[src/rtl/apb_reg_slave.sv]
// APB3 completer: a word-aligned bank of 32-bit registers with fixed wait states.
// reg[0] is a read-only ID. Errors flag misaligned, out-of-window and read-only writes.
module apb_reg_slave #(
    parameter logic [31:0] BASE_ADDR   = 32'h0000_0000,
    parameter int unsigned NUM_REGS    = 16,
    parameter int unsigned WAIT_STATES = 0,
    parameter logic [31:0] ID_VALUE    = 32'hA9B0_0001
) (
    input  logic        pclk,
    input  logic        preset,
    input  logic        psel,
    input  logic        penable,
    input  logic [31:0] paddr,
    input  logic        pwrite,
    input  logic [31:0] pwdata,
    output logic        pready,
    output logic [31:0] prdata,
    output logic        pslverr
);

    localparam int unsigned DATA_W = 32;
    localparam int unsigned ADDR_W = 32;
    localparam int unsigned IDX_W  = $clog2(NUM_REGS);
    localparam int unsigned CNT_W  = 4;
    localparam logic [ADDR_W-1:0] SPAN = ADDR_W'(4 * NUM_REGS);

    typedef enum logic {
        S_IDLE,
        S_ACCESS
    } state_t;

    state_t              state_q,   state_d;
    logic [CNT_W-1:0]    cnt_q,     cnt_d;
    logic [ADDR_W-1:0]   addr_q,    addr_d;
    logic [DATA_W-1:0]   wdata_q,   wdata_d;
    logic                write_q,   write_d;
    logic                pready_q,  pready_d;
    logic                pslverr_q, pslverr_d;
    logic [DATA_W-1:0]   prdata_q,  prdata_d;
    logic [DATA_W-1:0]   regs_q [NUM_REGS];
    logic [DATA_W-1:0]   regs_d [NUM_REGS];

    logic                setup_c;
    logic [ADDR_W-1:0]   dec_addr_c;
    logic                dec_write_c;
    logic [ADDR_W-1:0]   offset_c;
    logic [IDX_W-1:0]    idx_c;
    logic                dec_err_c;
    logic [DATA_W-1:0]   rd_val_c;

    // Decode the bus address at the setup edge, the latched copy during ACCESS
    always_comb begin
        setup_c     = (state_q == S_IDLE) && psel && !penable;
        dec_addr_c  = setup_c ? paddr  : addr_q;
        dec_write_c = setup_c ? pwrite : write_q;
        offset_c    = dec_addr_c - BASE_ADDR;
        idx_c       = offset_c[IDX_W+1:2];
        dec_err_c   = (dec_addr_c[1:0] != 2'b00)
                   || (dec_addr_c < BASE_ADDR)
                   || (offset_c >= SPAN)
                   || (dec_write_c && (idx_c == '0));
        rd_val_c    = (idx_c == '0) ? ID_VALUE : regs_q[idx_c];
    end

    // Next-state, register bank update and one-edge-early response
    always_comb begin
        state_d   = state_q;
        cnt_d     = cnt_q;
        addr_d    = addr_q;
        wdata_d   = wdata_q;
        write_d   = write_q;
        regs_d    = regs_q;
        pready_d  = 1'b0;
        pslverr_d = 1'b0;
        prdata_d  = '0;

        case (state_q)
            S_IDLE: begin
                if (psel && !penable) begin
                    state_d = S_ACCESS;
                    addr_d  = paddr;
                    write_d = pwrite;
                    wdata_d = pwdata;
                    cnt_d   = CNT_W'(WAIT_STATES);
                    if (WAIT_STATES == 0) begin
                        pready_d  = 1'b1;
                        pslverr_d = dec_err_c;
                        prdata_d  = (dec_err_c || dec_write_c) ? '0 : rd_val_c;
                    end
                end
            end
            S_ACCESS: begin
                if (!(psel && penable)) begin
                    // Abort: drop the transfer and return to idle quietly
                    state_d = S_IDLE;
                    cnt_d   = '0;
                end else if (cnt_q != '0) begin
                    cnt_d = cnt_q - CNT_W'(1);
                    if (cnt_q == CNT_W'(1)) begin
                        pready_d  = 1'b1;
                        pslverr_d = dec_err_c;
                        prdata_d  = (dec_err_c || dec_write_c) ? '0 : rd_val_c;
                    end
                end else begin
                    // Completing cycle: pready is high now
                    if (write_q && !dec_err_c) begin
                        regs_d[idx_c] = wdata_q;
                    end
                    state_d = S_IDLE;
                end
            end
            default: state_d = S_IDLE;
        endcase
    end

    // State and output registers; synchronous reset wins over everything
    always_ff @(posedge pclk) begin
        if (preset) begin
            state_q   <= S_IDLE;
            cnt_q     <= '0;
            addr_q    <= '0;
            wdata_q   <= '0;
            write_q   <= 1'b0;
            pready_q  <= 1'b0;
            pslverr_q <= 1'b0;
            prdata_q  <= '0;
            for (int i = 0; i < int'(NUM_REGS); i++) begin
                regs_q[i] <= '0;
            end
        end else begin
            state_q   <= state_d;
            cnt_q     <= cnt_d;
            addr_q    <= addr_d;
            wdata_q   <= wdata_d;
            write_q   <= write_d;
            pready_q  <= pready_d;
            pslverr_q <= pslverr_d;
            prdata_q  <= prdata_d;
            for (int i = 0; i < int'(NUM_REGS); i++) begin
                regs_q[i] <= regs_d[i];
            end
        end
    end

    assign pready  = pready_q;
    assign pslverr = pslverr_q;
    assign prdata  = prdata_q;

endmodule
[config.mk]
export PLATFORM = sky130hd
export DESIGN_NAME = apb_reg_slave
export DESIGN_NICKNAME = d
export VERILOG_FILES = /design/src/rtl/apb_reg_slave.sv
export SDC_FILE = /design/constraint.sdc
export NUM_CORES = 1
export LEC_CHECK = 0
export BUFFER_PORTS_ARGS = -buffer_cell sky130_fd_sc_hd__buf_2
export CORE_MARGIN = 2
export CORE_UTILIZATION = 27
export DETAILED_ROUTE_END_ITERATION = 8
export SLEW_MARGIN = 20
export SYNTH_ARGS = -nofsm -noshare
export SYNTH_HDL_FRONTEND = slang
export SYNTH_SLANG_ARGS = --single-unit
[constraint.sdc]
create_clock -name pclk -period 3.1 [get_ports pclk]
set_input_delay 0.155 -clock pclk [delete_from_list [all_inputs] [get_ports pclk]]
set_output_delay 0.155 -clock pclk [all_outputs]
set_load 0.01 [all_outputs]
==> results.sh, run 1 <==
export IMPL_outcome="completed"
export IMPL_die_w_um=309.1
export IMPL_cp_end_kind="flip-flop"
export IMPL_numCtsBuffers=68
export IMPL_grt_usage=0.1742
export IMPL_crit_chain="or3b_4 -> mux2i_2 -> and2_1 -> buf_4 -> a32oi_1 -> nand4_1 -> nor2_1"
export IMPL_combPwrFrac=0.060
export IMPL_maxCapViolations=0
export IMPL_skew_ns=0.04006
export IMPL_swShare=0.2463
export IMPL_wl_per_cell_um=18.53
export IMPL_postCtsSetupRepairBufs=0
export IMPL_gp_routability_congestion=0.8312
export IMPL_crit_slowest_cell="and2_1"
export IMPL_drive_gt1_frac=0.1050
export IMPL_cp_top_family="simple AND/OR/NAND/NOR gates"
export IMPL_cp_depth=7
export IMPL_clkLatencyLatePin_ns=0.63
export IMPL_hpwlAfterDp_um=52340
export IMPL_hold_violations=0
export IMPL_hold_ws_ns=0.1104
export IMPL_period_needed_ns=2.834
export IMPL_path_clk_slew_ns=0.06
export IMPL_reg2reg_depth=7
export IMPL_min_path_cells=5
export IMPL_worstPathMaxFanout=17
export IMPL_synth_top_area_frac=0.4842
export IMPL_p_int_mw=13.02
export IMPL_io_pins=103
export IMPL_vias_per_cell=4.949
export IMPL_ff_latch_area_um2=12170
export IMPL_routed_via_count=22700
export IMPL_multiInputGateArea_um2=11810
export IMPL_p_leak_nw=10.40
export IMPL_htreeDepth=3
export IMPL_die_area_um2=95560
export IMPL_fin_cells=4587
export IMPL_hold_path_class="in -> reg"
export IMPL_fillCellCount=9644
export IMPL_grt_pass1_vias=21260
export IMPL_yosys_warnings=0
export IMPL_slew_viol_final=0
export IMPL_synth_distinct_cells=50
export IMPL_place_inst=4396
export IMPL_syn_inst=3252
export IMPL_clockBufferDepth=3
export IMPL_p_per_area_nw_per_um2=571.8
export IMPL_synthesis_nets=3324
export IMPL_ant_nets=0
export IMPL_seqPwrFrac=0.462
export IMPL_grt_start_max_net_pins=155
export IMPL_portBuffers=102
export IMPL_ys_ff_latch=608
export IMPL_num_rows=111
export IMPL_tightest_slew_ns=0.9596
export IMPL_relSlewSlack=0.3602
export IMPL_ys_seq_area_frac=0.4842
export IMPL_mostFrequentLayoutCells="nand2_1 (1303), dfxtp_1 (608), a21oi_1 (551)"
export IMPL_cts_sinks=608
export IMPL_fin_crit_sh=0.9143
export IMPL_max_freq_mhz=352.8
export IMPL_cts_resized=0
export IMPL_ys_async_sr_fraction=0
export IMPL_drt_initial_drc_count=2420
export IMPL_synth_edf_count=0
export IMPL_synthFlopType="dfxtp_1"
export IMPL_place_area_um2=27220
export IMPL_initial_core_util=0.2734
export IMPL_yosysTopAreaCell="dfxtp_1"
export IMPL_critical_path_max_stage_delay_ns=0.82
export IMPL_stdcell_area_um2=30200
export IMPL_start_kind="flip-flop"
export IMPL_cp_required_ns=3.59
export IMPL_first_pass_iters=6
export IMPL_cp_num_buf_inv=1
export IMPL_vdd_drop_max_v=0.0003605
export IMPL_rsz0062_at_grt="no"
export IMPL_crit_type="reg -> reg"
export IMPL_worstPathArrival_ns=3.33
export IMPL_power_switching_mw=4.254
export IMPL_setup_tns_final_ns=0
export IMPL_gr_total_overflow=0
export IMPL_die_y_um=309.1
export IMPL_drcViolationCount=0
export IMPL_grt_pass1_wl_um=129700
export IMPL_setup_violations=0
export IMPL_ys_top_cells_by_area="dfxtp_1 (48%), nand2_1 (19%), a21oi_1 (11%)"
export IMPL_pwr_share_clk=0.478
export IMPL_routed_wl_um=85000
export IMPL_antenna_found_initial=1
export IMPL_syn_avg_cell_area_um2=7.730
export IMPL_final_common_cell="nand2_1"
export IMPL_core_area_um2=91940
export IMPL_root_buffer="clkbuf_16"
export IMPL_fin_nets=3362
export IMPL_synth_area_um2=25140
export IMPL_cts_tree="done"
export IMPL_area_delta_synth_final_pct=20.14
[Yosys cell counts (2+ instances only)]
| library cell | number |
|---|---|
| inv_1 | 3 |
| ha_1 | 3 |
| o21ai_0 | 2 |
| mux2i_4 | 3 |
| a21oi_1 | 551 |
| o31a_1 | 9 |
| nand2_1 | 1303 |
| buf_6 | 4 |
| and3_1 | 2 |
| and2_1 | 2 |
| o221ai_1 | 16 |
| and2_0 | 2 |
| mux2_1 | 4 |
| nor3b_1 | 2 |
| o211a_1 | 6 |
| buf_4 | 13 |
| o22ai_1 | 16 |
| o2111a_1 | 5 |
| mux2i_2 | 2 |
| buf_2 | 81 |
| dfxtp_1 | 608 |
| a32oi_1 | 89 |
| nor2b_1 | 28 |
| o211ai_1 | 6 |
| o21ai_1 | 3 |
| o2111a_2 | 2 |
| buf_1 | 22 |
| nor3_1 | 3 |
| mux2_2 | 7 |
| clkbuf_1 | 185 |
| nand3_1 | 13 |
| nand4_1 | 27 |
| mux2i_1 | 139 |
| o2111ai_2 | 3 |
| nor2_1 | 45 |
| nor4_1 | 19 |
| o2111ai_1 | 4 |
| o21a_1 | 2 |
| nand2b_1 | 6 |
| xnor2_1 | 2 |
[flip-flops by register name (all words and copies together), names as in the netlist]
register,count
wdata_q,32
addr_q,32
pslverr,1
prdata,32
cnt_q,4
write_q,1
pready,1
regs_q,504
state_q,1
[cell type report]
| cell class | instances | share of cell area |
|---|---|---|
| flip-flops and latches | 608 | 0.4030 |
| multi-input cells | 2336 | 0.3910 |
| repair buffers | 273 | 0.07772 |
| clock buffers | 101 | 0.06608 |
| well taps | 1243 | 0.05150 |
| clock inverters | 21 | 0.01015 |
| inverters | 3 | 0.0003729 |
| diodes | 2 | 0.0001657 |
[power groups by stage]
stage | clock [mW] | combinational [mW] | sequential (mW)
after floorplan | 0 | 0.659 | 8.05
after global placement | 0 | 0.958 | 8.16
final | 8.25 | 1.04 | 7.99
after global routing | 8.73 | 1.10 | 7.99
after CTS | 8.39 | 1.03 | 7.98
after detailed placement | 0 | 0.958 | 8.16
[worst reg2reg max path: cells and delay by family, from the launching register on]
kind                   cells  cell delay, ns
multiplexers               1            0.41
AND/OR/NAND/NOR            4            1.53
buffers and inverters      1            0.32
flip-flops                 1            0.34
AO/OA/AOI/OAI              1            0.13
[logic make-up after synthesis]
family,Yosys count,share of synthesized area
adders and majority gates,3,0.001493
and+or+nand+nor,1457,0.2281
AOI/OAI and AO/OA,718,0.1676
xor gates and xnor gates,2,0.0006970
DFF,608,0.4842
muxes,156,0.06466
buffers and inverters,308,0.05316
[per-stage QoR]
stage	util	setup slack, ns	power (mW)
detailed placement	0.2961	0.2853	9.114
global route	0.3284	0.08738	17.81
global placement	0.2961	0.3276	9.115
CTS	0.3284	0.3049	17.41
floorplan	-	0.8439	8.704
finish	0.3285	0.2658	17.27
[worst paths after layout]
path | from | end | slack (ns)
worst min register to register | regs_q[257] | regs_q[257] | 0.45
worst max register to register | state_q | prdata[10] | 0.27
worst min-delay path | penable | addr_q[21] | 0.11
worst max-delay path | state_q | prdata[10] | 0.27
[repair_timing]
action	CTS	global route
endpoints found under the setup margin	0	0
endpoints found under the hold margin	116	0
hold buffers	67	0
[per-layer routing]
metal,GRT usage,wire length (um),up-vias
li1,-,-,10920
met1,0.2356,37640,10860
met2,0.2822,39430,766
met3,0.02377,5089,152
met4,0.06401,2842,0
met5,0,0,-
Power figures use the tool's default switching activity.
==> inputs of run 2 (changes only) <==
Settings changed: ABC_AREA from default to 1.
==> run 2 against run 1 <==
Compared with the run above:
- the run now ends with negative hold slack left
- worst setup slack lost 0.11 ns
- power grew 3.4%
- register-to-register slack lost 0.11 ns
- cell area grew 6.6%
- non-clock buffer count grew 40
- core utilization shrank 0.10 points
- die area grew 6.3%
- wire length grew 12%
- critical endpoint is now prdata[30]
==> results.sh, run 2 <==
export IMPL_maxCapViolations=0
export IMPL_place_area_um2=29120
export IMPL_setup_violations=0
export IMPL_yosys_area_share_simple=0.3743
export IMPL_stdcell_area_um2=32180
export IMPL_grt_pass1_vias=24110
export IMPL_hold_ws_ns=-0.03229
export IMPL_synth_distinct_cells=31
export IMPL_min_path_cells=4
export IMPL_fin_cells=5357
export IMPL_cp_end_kind="flip-flop"
export IMPL_routed_wl_um=94870
export IMPL_crit_type="reg -> reg"
export IMPL_area_delta_synth_final_pct=20.35
export IMPL_syn_avg_cell_area_um2=6.744
export IMPL_place_inst=5161
export IMPL_path_clk_slew_ns=0.06
export IMPL_synth_top_area_frac=0.4567
export IMPL_fin_ws_ns=0.1518
export IMPL_post_place_ws_ns=0.06187
export IMPL_report_power_total_mw=17.86
export IMPL_htreeDepth=3
export IMPL_routed_via_count=26250
export IMPL_drive_gt1_frac=0.1027
export IMPL_clkLatencyLatePin_ns=0.62
export IMPL_swShare=0.2719
export IMPL_skew_ns=0.03198
export IMPL_ys_ff_latch=610
export IMPL_hold_path_class="in -> reg"
export IMPL_die_area_um2=101600
export IMPL_period_needed_ns=2.948
export IMPL_grt_pass1_wl_um=144100
export IMPL_crit_start="state_q"
export IMPL_vdd_drop_max_v=0.0003503
export IMPL_synth_top_family_by_area="simple AND/OR/NAND/NOR gates"
export IMPL_grt_start_max_net_pins=91
export IMPL_gr_total_overflow=0
export IMPL_pwr_share_clk=0.439
export IMPL_portBuffers=102
export IMPL_ant_nets=0
export IMPL_drt_initial_drc_count=2571
export IMPL_combPwrFrac=0.117
export IMPL_synth_xor_area_share=0.0003275
export IMPL_syn_inst=3965
export IMPL_crit_path_end="prdata[30]"
export IMPL_r2r_start="state_q"
export IMPL_worstPathArrival_ns=3.44
export IMPL_synth_mux_area_frac=0
export IMPL_yosysTopAreaCell="dfxtp_1"
export IMPL_num_rows=115
export IMPL_root_buffer="clkbuf_16"
export IMPL_slew_viol_final=0
export IMPL_outcome="finished, violations left"
export IMPL_drcViolationCount=0
export IMPL_cts_tree="done"
export IMPL_final_common_cell="nor2_1"
export IMPL_setup_tns_final_ns=0
export IMPL_fin_util=0.3275
export IMPL_initial_core_util=0.2721
export IMPL_synth_most_common_cell="nor2_1"
export IMPL_wl_per_cell_um=17.71
export IMPL_vias_per_cell=4.900
export IMPL_ys_top_cells_by_area="dfxtp_1 (46%), nor2_1 (16%), nand3_1 (10%)"
export IMPL_grt_usage=0.1793
export IMPL_numCtsBuffers=67
export IMPL_mostFrequentLayoutCells="nor2_1 (1126), nand2_1 (720), dfxtp_1 (610)"
export IMPL_r2r_end="prdata[30]"
export IMPL_ff2ff_setup_slack_ns=0.15
export IMPL_synth_area_um2=26740
export IMPL_largest_reg_flops=506
export IMPL_fin_nets=4095
export IMPL_first_pass_iters=6
export IMPL_worstPathMaxFanout=30
export IMPL_p_int_mw=13.00
export IMPL_antenna_found_initial=1
export IMPL_yosys_warnings=0
export IMPL_start_kind="flip-flop"
export IMPL_diodes=0
export IMPL_cts_sinks=610
export IMPL_ys_seq_area_frac=0.4567
export IMPL_die_w_um=318.7
export IMPL_yosys_top_cells_count="nor2_1 (1152), nand2_1 (722), dfxtp_1 (610), nand3_1 (549), o22ai_1 (144)"
export IMPL_synthAdderAreaFrac=0.001404
export IMPL_core_area_um2=98280
export IMPL_hold_violations=1
export IMPL_seqPwrFrac=0.443
export IMPL_fin_crit_sh=0.9510
export IMPL_synthFlopType="dfxtp_1"
export IMPL_die_y_um=318.7
export IMPL_io_pins=103
export IMPL_synth_compound_area_frac=0.09293
export IMPL_relSlewSlack=0.4582
export IMPL_synth_edf_count=0
export IMPL_max_freq_mhz=339.2
export IMPL_hpwlAfterDp_um=54570
export IMPL_clockBufferDepth=3
export IMPL_power_switching_mw=4.855
export IMPL_tightest_slew_ns=0.8118
export IMPL_cp_required_ns=3.59
export IMPL_gp_routability_congestion=0.8171
export IMPL_violations="negative hold slack"
export IMPL_synthesis_nets=4037
export IMPL_p_leak_nw=12.91
export IMPL_ys_async_sr_fraction=0
export IMPL_reg2reg_depth=12
export IMPL_p_per_area_nw_per_um2=554.9
export IMPL_top_register="regs_q"
-- run 2: worst min-delay path by stage --
stage,to,slack (ns),from
5_1_grt,addr_q[25],0.008,paddr[25]
4_1_cts,addr_q[25],0.002,paddr[25]
2_1_floorplan,addr_q[0],0.32,paddr[0]
6_report,addr_q[25],-0.03,paddr[25]
3_3_place_gp,regs_q[503],0.42,regs_q[503]
3_5_place_dp,regs_q[503],0.42,regs_q[503]
-- run 2: per-layer routing --
| layer | track usage | share of wire | vias to the layer above |
|---|---|---|---|
| li1 | - | - | 12870 |
| met1 | 0.2442 | 0.44 | 12250 |
| met2 | 0.2925 | 0.46 | 967 |
| met3 | 0.02493 | 0.072 | 156 |
| met4 | 0.05550 | 0.025 | 0 |
| met5 | 0 | 0 | - |
-- run 2: cell type report --
cell class	instances	area, um2
clock buffers	101	1966
clock inverters	15	150.1
fillers	10480	66090
flip-flops and latches	610	12210
inverters	148	565.5
repair buffers	313	2885
multi-input cells	2883	12790
well taps	1287	1610
-- run 2: what timing repair did --
| item | in CTS | in global routing |
|---|---|---|
| hold buffers | 63 | 0 |
| endpoints found under the hold margin | 68 | 0 |
| resized for setup | 0 | 5 |
| endpoints found under the setup margin | 0 | 202 |
| buffers inserted | 0 | 9 |
-- run 2: critical path, cell delays in order, from the launching register on --
cell     delay, ns
dfxtp_1       0.36
inv_2         0.16
nand3_4       0.12
buf_12        0.19
o21ai_2       0.27
nor2_2        0.12
inv_2         0.21
buf_12        0.26
buf_4         0.32
o22ai_1       0.11
o21ai_0       0.23
nand3_1       0.16
nor2_1        0.30
-- run 2: kinds of logic after synthesis --
group	after synthesis
AND/OR/NAND/NOR	2455
flip-flops	610
buffers and inverters	473
AO/OA/AOI/OAI	423
adder cells (fa/ha/maj)	3
XOR/XNOR	1
-- run 2: power by group through the flow --
stage / registers (mW) / logic, mW / clock network (mW)
after floorplan: 8.09 / 1.16 / 0
after global routing: 7.92 / 2.25 / 8.30
after CTS: 7.91 / 2.07 / 7.98
after global placement: 8.09 / 2.00 / 0
after detailed placement: 8.09 / 2.00 / 0
final: 7.91 / 2.10 / 7.85
